$ cat config.mk
export PLATFORM = sky130hd
export DESIGN_NAME = writeback_stage
export DESIGN_NICKNAME = d
export VERILOG_FILES = /design/src/rtl/writeback_stage.sv
export SDC_FILE = /design/constraint.sdc
export NUM_CORES = 1
export LEC_CHECK = 0
export CAP_MARGIN = 20
export CELL_PAD_IN_SITES_DETAIL_PLACEMENT = 1
export CELL_PAD_IN_SITES_GLOBAL_PLACEMENT = 1
export CORE_MARGIN = 4
export CORE_UTILIZATION = 29
export CTS_CLUSTER_DIAMETER = 60
export DETAILED_ROUTE_END_ITERATION = 12
export MAX_ROUTING_LAYER = met4
export PLACE_DENSITY = 0.86
export SLEW_MARGIN = 20
export SYNTH_ARGS = -nofsm -noshare
export SYNTH_HDL_FRONTEND = slang
export SYNTH_SLANG_ARGS = --single-unit
$ cat constraint.sdc
create_clock -name system_clock -period 2 [get_ports system_clock]
set_input_delay 0.3 -clock system_clock [delete_from_list [all_inputs] [get_ports system_clock]]
set_output_delay 0.3 -clock system_clock [all_outputs]
set_load 0.1 [all_outputs]
$ cat src/rtl/writeback_stage.sv
// MEM/WB pipeline register with load alignment/extension driving the GPR write port and hazard forwarding.
// Latency: MEM inputs appear on rf_write_* / forward_* exactly one cycle later; fully pipelined, one retire per cycle.
// Backpressure: none; captures every cycle, and MEM sequencing and squashing are handled upstream via flush.
module writeback_stage #(
  parameter int DATA_WIDTH    = 32,  // only 32 is supported (lane selects assume a 4-byte word)
  parameter int ADDRESS_SIZE  = 5,
  parameter int COUNTER_WIDTH = 32
) (
  input  logic                     system_clock,
  input  logic                     system_reset_n,
  input  logic                     flush,
  input  logic                     mem_valid,
  input  logic                     mem_reg_write,
  input  logic                     mem_mem_to_reg,
  input  logic [ADDRESS_SIZE-1:0]  mem_dest_address,
  input  logic [DATA_WIDTH-1:0]    mem_alu_result,
  input  logic [DATA_WIDTH-1:0]    mem_load_data,
  input  logic [1:0]               mem_load_size,
  input  logic                     mem_load_unsigned,
  input  logic                     clear_exception,
  output logic                     rf_write_enable,
  output logic [ADDRESS_SIZE-1:0]  rf_write_address,
  output logic [DATA_WIDTH-1:0]    rf_write_data,
  output logic                     forward_valid,
  output logic [ADDRESS_SIZE-1:0]  forward_address,
  output logic [DATA_WIDTH-1:0]    forward_data,
  output logic [COUNTER_WIDTH-1:0] retired_count,
  output logic                     misaligned_load
);

  localparam logic [1:0] SIZE_WORD = 2'b00;
  localparam logic [1:0] SIZE_HALF = 2'b01;
  localparam logic [1:0] SIZE_BYTE = 2'b10;

  logic                     w_capture;
  logic [1:0]               w_offset;
  logic                     w_misaligned;
  logic                     w_write_next;
  logic [15:0]              w_half;
  logic [7:0]               w_byte;
  logic [DATA_WIDTH-1:0]    w_load_value;
  logic [DATA_WIDTH-1:0]    w_data_next;

  logic                     r_write_enable;
  logic [ADDRESS_SIZE-1:0]  r_dest;
  logic [DATA_WIDTH-1:0]    r_data;
  logic [COUNTER_WIDTH-1:0] r_retired;
  logic                     r_misaligned;

  // A flushed slot becomes a bubble: it neither writes nor retires.
  assign w_capture = mem_valid & ~flush;
  assign w_offset  = mem_alu_result[1:0];

  // Halfwords must be 2-byte aligned; words (and the reserved size, treated as word) 4-byte aligned.
  assign w_misaligned = w_capture & mem_mem_to_reg &
                        (((mem_load_size == SIZE_HALF) & w_offset[0]) |
                         (((mem_load_size == SIZE_WORD) | (mem_load_size == 2'b11)) & (w_offset != 2'b00)));

  // $0 is hardwired to zero, so writes to it are suppressed here rather than in the register file.
  assign w_write_next = w_capture & mem_reg_write & ~w_misaligned &
                        (mem_dest_address != '0);

  // Little-endian lane selection; odd halfword offsets only reach here when the load is being dropped.
  assign w_half = w_offset[1] ? mem_load_data[31:16] : mem_load_data[15:0];

  // Byte lane select by offset.
  always_comb begin
    w_byte = mem_load_data[7:0];
    case (w_offset)
      2'd0:    w_byte = mem_load_data[7:0];
      2'd1:    w_byte = mem_load_data[15:8];
      2'd2:    w_byte = mem_load_data[23:16];
      default: w_byte = mem_load_data[31:24];
    endcase
  end

  // Size-dependent zero/sign extension of the selected lane.
  always_comb begin
    w_load_value = mem_load_data;
    case (mem_load_size)
      SIZE_HALF: w_load_value = {{(DATA_WIDTH-16){~mem_load_unsigned & w_half[15]}}, w_half};
      SIZE_BYTE: w_load_value = {{(DATA_WIDTH-8){~mem_load_unsigned & w_byte[7]}}, w_byte};
      default:   w_load_value = mem_load_data;
    endcase
  end

  assign w_data_next = mem_mem_to_reg ? w_load_value : mem_alu_result;

  // WB pipeline register: address and data load every edge, enable carries the qualified write.
  always_ff @(posedge system_clock or negedge system_reset_n) begin
    if (!system_reset_n) begin
      r_write_enable <= 1'b0;
      r_dest         <= '0;
      r_data         <= '0;
    end else begin
      r_write_enable <= w_write_next;
      r_dest         <= mem_dest_address;
      r_data         <= w_data_next;
    end
  end

  // Retire counter advances as each real instruction enters WB, so it is current alongside the write; wraps freely.
  always_ff @(posedge system_clock or negedge system_reset_n) begin
    if (!system_reset_n) begin
      r_retired <= '0;
    end else if (w_capture) begin
      r_retired <= r_retired + {{(COUNTER_WIDTH-1){1'b0}}, 1'b1};
    end
  end

  // Sticky misaligned flag; a new event beats a simultaneous clear so no drop goes unreported.
  always_ff @(posedge system_clock or negedge system_reset_n) begin
    if (!system_reset_n) begin
      r_misaligned <= 1'b0;
    end else begin
      r_misaligned <= w_misaligned | (r_misaligned & ~clear_exception);
    end
  end

  assign rf_write_enable  = r_write_enable;
  assign rf_write_address = r_dest;
  assign rf_write_data    = r_data;
  assign forward_valid    = r_write_enable;
  assign forward_address  = r_dest;
  assign forward_data     = r_data;
  assign retired_count    = r_retired;
  assign misaligned_load  = r_misaligned;

endmodule

# Word level (Yosys, flattened, before mapping)
# Index checks and enable logic that the tools add are counted.
[totals] reg_bits=71 latchBits=0 ram_bits=0 mem_bits_ro=0 mem_count=0
[op_classes] add_sub_neg=1 multipliers=0 div_mod_pow=0 n_lt_le_gt_ge=0 eq_ne=5 shift=0 muxes=4 bitwise_logic=18 n_reduce_logical=4
[ops] cell="32-bit one-hot mux with 2 select lines" count=1
[ops] cell="32-bit by 1-bit adder with 32-bit output (second input constant)" count=1
[ops] cell="32-bit two-way mux" count=1
[ops] cell="8-bit one-hot mux with 3 select lines" count=1
[ops] cell="16-bit two-way mux" count=1
[ops] cell="1-bit AND" count=11
[ops] cell="2-bit equality test (second input constant)" count=3
[ops] cell="5-bit nonzero test" count=1
[ops] cell="2-bit by 1-bit equality test with 1-bit output (second input constant)" count=2
[ops] cell="2-bit logical NOT" count=2
[ops] cell="1-bit inverter" count=4
[ops] cell="1-bit OR" count=3
[ops] cell="2-bit nonzero test" count=1

# Longest topological paths before layout
[logic_depth] word_depth=8 mapped_depth=8

# Least setup slack after synthesis
# No wires, ideal clock.
[synth_path] kind="register to register" startpoint="reg r_retired[3] (netlist: retired_count[3])" endpoint="reg r_retired[20] (netlist: retired_count[20])" arrival_time_ns=2.272 required_ns=1.842 path_slack_ns=-0.430 stages_incl_launch_ff=6 cell_sequence="dfrtp_1 -> nand3_1 -> nor4_4 -> and2_4 -> nand4_1 -> xnor2_1"
[synth_via] elab_chain_len=1
[synth_lines] item="start: declaration" line="47" text="logic [COUNTER_WIDTH-1:0] r_retired;"
[synth_lines] item="start signal: assignment" line="107" text="r_retired <= r_retired + {{(COUNTER_WIDTH-1){1'b0}}, 1'b1};"
[synth_lines] item="32-bit by 1-bit adder with 32-bit output" line="107"
# Every way passes these cells.
# A chain may end at the register's enable or synchronous reset.

# Worst setup path after layout
[layout_path] startpoint="in mem_load_size[0]" endpoint="reg r_data[4] (netlist: forward_data[4])"
[layout_via] elab_chain_len=3 word_cells_on_any_way=4 classes_between="2 x eq/ne; 2 x mux"
[layout_lines] item="start: declaration" line="18" text="input logic [1:0] mem_load_size,"
[layout_lines] item="2-bit equality test / 2-bit by 1-bit equality test with 1-bit output (equally long branches)" line="80" text="case (mem_load_size)"
[layout_lines] item="32-bit one-hot mux with 2 select lines (*)" line="80"
[layout_lines] item="32-bit two-way mux (*)" line="87" text="assign w_data_next = mem_mem_to_reg ? w_load_value : mem_alu_result;"
[layout_lines] item="named net w_data_next[4]" line="42" text="logic [DATA_WIDTH-1:0] w_data_next;"
[layout_lines] item="end signal: assignment" line="98" text="r_data <= w_data_next;"
[layout_lines] item="end: declaration" line="46" text="logic [DATA_WIDTH-1:0] r_data;"
# Mark *: on every way through the listed nets, which the timed path passes. The rest lies on a longest branch.

==> flow_summary.html <==
<table>
<tr><th>Metric</th><th>Value</th></tr>
<tr><th colspan="2">Outcome</th></tr>
<tr><td>Result of the run</td><td>complete, no violations</td></tr>
<tr><th colspan="2">CTS</th></tr>
<tr><td>H-Tree Level Count</td><td>3</td></tr>
<tr><td>Clock tree from TritonCTS</td><td>done</td></tr>
<tr><td>Root Driver</td><td>sky130_fd_sc_hd__clkbuf_16</td></tr>
<tr><td>TritonCTS buffer count</td><td>9</td></tr>
<tr><td>Clock-pin slew reported for the worst setup and hold paths after clock tree synthesis</td><td>0.06 ns</td></tr>
<tr><td>Number of sinks driven by the clock tree</td><td>71</td></tr>
<tr><td>Buffer depth of the longest clock path</td><td>2</td></tr>
<tr><td>Later-pin clock latency in the skew report</td><td>0.32 ns</td></tr>
<tr><th colspan="2">Placed design</th></tr>
<tr><td>IO buf count</td><td>187</td></tr>
<tr><td>Last weighted congestion value of the routability-driven placer</td><td>0.8932</td></tr>
<tr><td>Area post-placement</td><td>0.005354 mm^2</td></tr>
<tr><td>DP HPWL</td><td>10.81 mm</td></tr>
<tr><th colspan="2">Synth</th></tr>
<tr><td>Largest cells by area after synthesis</td><td>sky130_fd_sc_hd__dfrtp_1, sky130_fd_sc_hd__buf_4, sky130_fd_sc_hd__xnor2_1, sky130_fd_sc_hd__a221o_2, sky130_fd_sc_hd__mux2_2</td></tr>
<tr><td>Portion of synthesized cell area occupied by the leading cell type</td><td>49.00%</td></tr>
<tr><td>Sequential cell area fraction in the yosys report</td><td>49.00%</td></tr>
<tr><td>Cell with the most instances after synthesis</td><td>sky130_fd_sc_hd__dfrtp_1</td></tr>
<tr><td>Number of cells produced by synthesis</td><td>333</td></tr>
<tr><td>Synthesis-stage register bit count</td><td>71</td></tr>
<tr><td>Ys Warns</td><td>0</td></tr>
<tr><td>Cell type with the largest total area after synthesis</td><td>sky130_fd_sc_hd__dfrtp_1</td></tr>
<tr><td>Count of flip-flops with a built-in enable after synthesis</td><td>0</td></tr>
<tr><td>Post-synth top cells</td><td>sky130_fd_sc_hd__dfrtp_1, sky130_fd_sc_hd__buf_4, sky130_fd_sc_hd__xnor2_1</td></tr>
<tr><td>Fraction of synthesis flops using an asynchronous set or reset pin</td><td>100.0%</td></tr>
<tr><td>Mean Syn Cell Area</td><td>10.89 um^2</td></tr>
<tr><td>Main flop type after synthesis</td><td>sky130_fd_sc_hd__dfrtp_1</td></tr>
<tr><td>Synthesized Nets</td><td>415</td></tr>
<tr><td>Syn Std Cell Area</td><td>0.003626 mm^2</td></tr>
<tr><td>Number of library cell types mapped by synthesis</td><td>42</td></tr>
<tr><th colspan="2">Route</th></tr>
<tr><td>Detailed Route WL</td><td>13.23 mm</td></tr>
<tr><td>Number of detailed-routing iterations run before antenna repair</td><td>4</td></tr>
<tr><td>ANT nets after route</td><td>0</td></tr>
<tr><td>Total DRC errors in the routed layout</td><td>0</td></tr>
<tr><td>1st-iter DRT viols</td><td>165</td></tr>
<tr><td>Average via count per standard cell</td><td>4.807</td></tr>
<tr><td>Number of vias in the routed layout</td><td>3288</td></tr>
<tr><td>Routed WL per cell</td><td>19.34 um</td></tr>
<tr><th colspan="2">Die</th></tr>
<tr><td>Chip height</td><td>119.8 um</td></tr>
<tr><td>Horizontal die dimension</td><td>119.8 um</td></tr>
<tr><td>Boundary Pins</td><td>188</td></tr>
<tr><td>Number of rows in the core area</td><td>40</td></tr>
<tr><td>Floorplan die area</td><td>0.01436 mm^2</td></tr>
<tr><td>Starting utilization of the core area</td><td>29.94%</td></tr>
<tr><td>Placeable Area</td><td>0.01211 mm^2</td></tr>
<tr><th colspan="2">Pwr</th></tr>
<tr><td>Cell Pwr Density</td><td>1003 mW/mm^2</td></tr>
<tr><td>Lkg Pwr</td><td>2.567 nW</td></tr>
<tr><td>Largest vdd supply drop</td><td>0.0004708 V</td></tr>
<tr><td>Overall power of the completed layout</td><td>5.672 mW</td></tr>
<tr><th colspan="2">Timing</th></tr>
<tr><td>Slew at the pin closest to its max-slew limit</td><td>0.7221 ns</td></tr>
<tr><td>Max transition margin</td><td>51.81%</td></tr>
<tr><td>Number of max-slew violations in the final report</td><td>0</td></tr>
<tr><td>Final Hold Violating Endpoints</td><td>0</td></tr>
<tr><td>Setup repair after global routing missed its margin</td><td>false</td></tr>
<tr><td>Post-Route Skew</td><td>0.005394 ns</td></tr>
<tr><td>Accumulated negative setup slack</td><td>0 ns</td></tr>
<tr><td>Share of the clock period used by the worst path</td><td>92.95%</td></tr>
<tr><td>Final Critical Period</td><td>1.859 ns</td></tr>
<tr><td># setup viols final</td><td>0</td></tr>
<tr><td>Highest clock rate</td><td>537.9 MHz</td></tr>
<tr><th colspan="2">Layout</th></tr>
<tr><td>Fin nets</td><td>594</td></tr>
<tr><td>Layout cells sized above 1</td><td>42.64%</td></tr>
<tr><td>Final design area excluding fillers</td><td>0.005654 mm^2</td></tr>
<tr><td>Synthesis-to-finish area growth</td><td>55.94%</td></tr>
<tr><td>Number of inserted diodes</td><td>0</td></tr>
<tr><th colspan="2">Critical path</th></tr>
<tr><td>Data arrival, critical path</td><td>2.06 ns</td></tr>
<tr><td>Critical Path Start Type</td><td>input port</td></tr>
<tr><td>Worst-path maximum fanout</td><td>7</td></tr>
<tr><td>Type of the setup path with the least slack</td><td>in2reg</td></tr>
<tr><td>Required time at the endpoint of the critical path</td><td>2.20 ns</td></tr>
<tr><td>Crit. End Element</td><td>flop</td></tr>
<tr><th colspan="2">Global route</th></tr>
<tr><td>Via count of the first global-routing pass</td><td>3714</td></tr>
<tr><td>Antenna violations before repair</td><td>0</td></tr>
<tr><td>Largest net degree at the start of global routing</td><td>37</td></tr>
<tr><td>Total congestion overflow after global routing</td><td>0</td></tr>
<tr><td>Total GRT Usage</td><td>18.99%</td></tr>
<tr><td>First-pass GRT wire length</td><td>20.65 mm</td></tr>
<tr><th colspan="2">Min path</th></tr>
<tr><td>Class of the tightest hold or removal check</td><td>in2reg</td></tr>
<tr><th colspan="2">Run</th></tr>
<tr><td>Number of maximum-capacitance constraint violations</td><td>0</td></tr>
</table>
[final timing paths]
check                                     from                  to  slack (ns)  cells past startpoint
max                           mem_load_size[0]     forward_data[4]        0.14                      8
min                        mem_dest_address[4]  forward_address[4]        0.45                      1
max reg2reg                   retired_count[2]   retired_count[27]        0.31                      6
min reg2reg                  retired_count[24]   retired_count[24]        0.48                      1
max in group asynchronous       system_reset_n    retired_count[2]        0.87                      3
min in group asynchronous       system_reset_n   retired_count[22]        0.50                      2
[cells by family (layout without fill, tap and decap cells)]
| kind of cell | Yosys count | in the layout | share of synthesized area [%] |
|---|---|---|---|
| DFF | 71 | 71 | 49.00 |
| xor gates and xnor gates | 31 | 31 | 7.488 |
| and+or+nand+nor | 86 | 86 | 13.25 |
| adders and majority gates | 3 | 3 | 1.035 |
| AOI/OAI and AO/OA | 71 | 71 | 14.56 |
| muxes | 11 | 11 | 3.727 |
| buffers and inverters | 60 | 243 | 10.94 |
[flip-flops by register name, summed over array words and instances, names as in the netlist]
signal           count
misaligned_load      1
forward_data        32
forward_address      5
forward_valid        1
retired_count       32
[per-stage QoR]
| stage | hold WS, ns | instances | utilization, % | setup WS, ns |
|---|---|---|---|---|
| after global placement | 0.3107 | 667 | 44.20 | -0.2911 |
| final | 0.4477 | 684 | 46.68 | 0.1410 |
| after CTS | 0.4419 | 683 | 46.50 | 0.005734 |
| after floorplan | 0.004409 | 333 | - | 0.002268 |
| after global routing | 0.4502 | 684 | 46.68 | 0.03567 |
| after detailed placement | 0.3205 | 667 | 44.20 | -0.4175 |
[where the power goes]
part	switching, mW	internal (mW)	leakage, nW
registers	0.135	1.59	0.867
clock network	0.577	0.859	0.131
logic	1.91	0.594	1.57
total	2.62	3.05	2.57
[critical path, cell delays in order]
cell and delay, ns:
sky130_fd_sc_hd__clkdlybuf4s50_1 0.48, sky130_fd_sc_hd__inv_1 0.05, sky130_fd_sc_hd__ha_1 0.20, sky130_fd_sc_hd__and2b_2 0.21, sky130_fd_sc_hd__or2_2 0.35, sky130_fd_sc_hd__a21oi_1 0.17, sky130_fd_sc_hd__a2bb2oi_1 0.21, sky130_fd_sc_hd__o2bb2ai_1 0.09
[layout make-up]
cell class / count / area (um^2)
Tap cell: 168 / 210.2
Inverter: 7 / 26.28
Fill cell: 1339 / 6457
Timing Repair Buffer: 221 / 1879
Clock buffer: 11 / 242.7
Multi-Input combinational cell: 202 / 1458
Clock inverter: 4 / 22.52
Sequential cell: 71 / 1815
[layer usage]
metal | GRT usage [%] | routed length (um)
met5 | - | 0
met4 | 7.588 | 492
met3 | 5.184 | 932
met2 | 32.56 | 6642
met1 | 21.01 | 5158
[placed cells by master, fill, tap and decap left out, types with 5 or more instances in the layout]
cell / n
sky130_fd_sc_hd__a221o_2: 16
sky130_fd_sc_hd__clkbuf_16: 9
sky130_fd_sc_hd__dfrtp_2: 22
sky130_fd_sc_hd__inv_1: 7
sky130_fd_sc_hd__a21oi_1: 20
sky130_fd_sc_hd__nand2_1: 22
sky130_fd_sc_hd__xnor2_1: 25
sky130_fd_sc_hd__dfrtp_1: 46
sky130_fd_sc_hd__nand4_1: 5
sky130_fd_sc_hd__clkdlybuf4s50_1: 77
sky130_fd_sc_hd__o21ai_0: 9
sky130_fd_sc_hd__nor2_1: 12
sky130_fd_sc_hd__nand3_1: 16
sky130_fd_sc_hd__xor2_1: 6
sky130_fd_sc_hd__o22ai_1: 10
sky130_fd_sc_hd__buf_4: 141
sky130_fd_sc_hd__a2bb2oi_1: 5
sky130_fd_sc_hd__mux2_2: 10
[timing repair]
action / CTS / global route
setup endpoints to repair: 16 / 17
gates resized for setup: 1 / 1
pin swaps: 1 / 1
buffers inserted: 0 / 1
endpoints found under the hold margin: 35 / 0
hold buffers: 1 / 0
No activity file was read; power rests on OpenSTA's default activity.
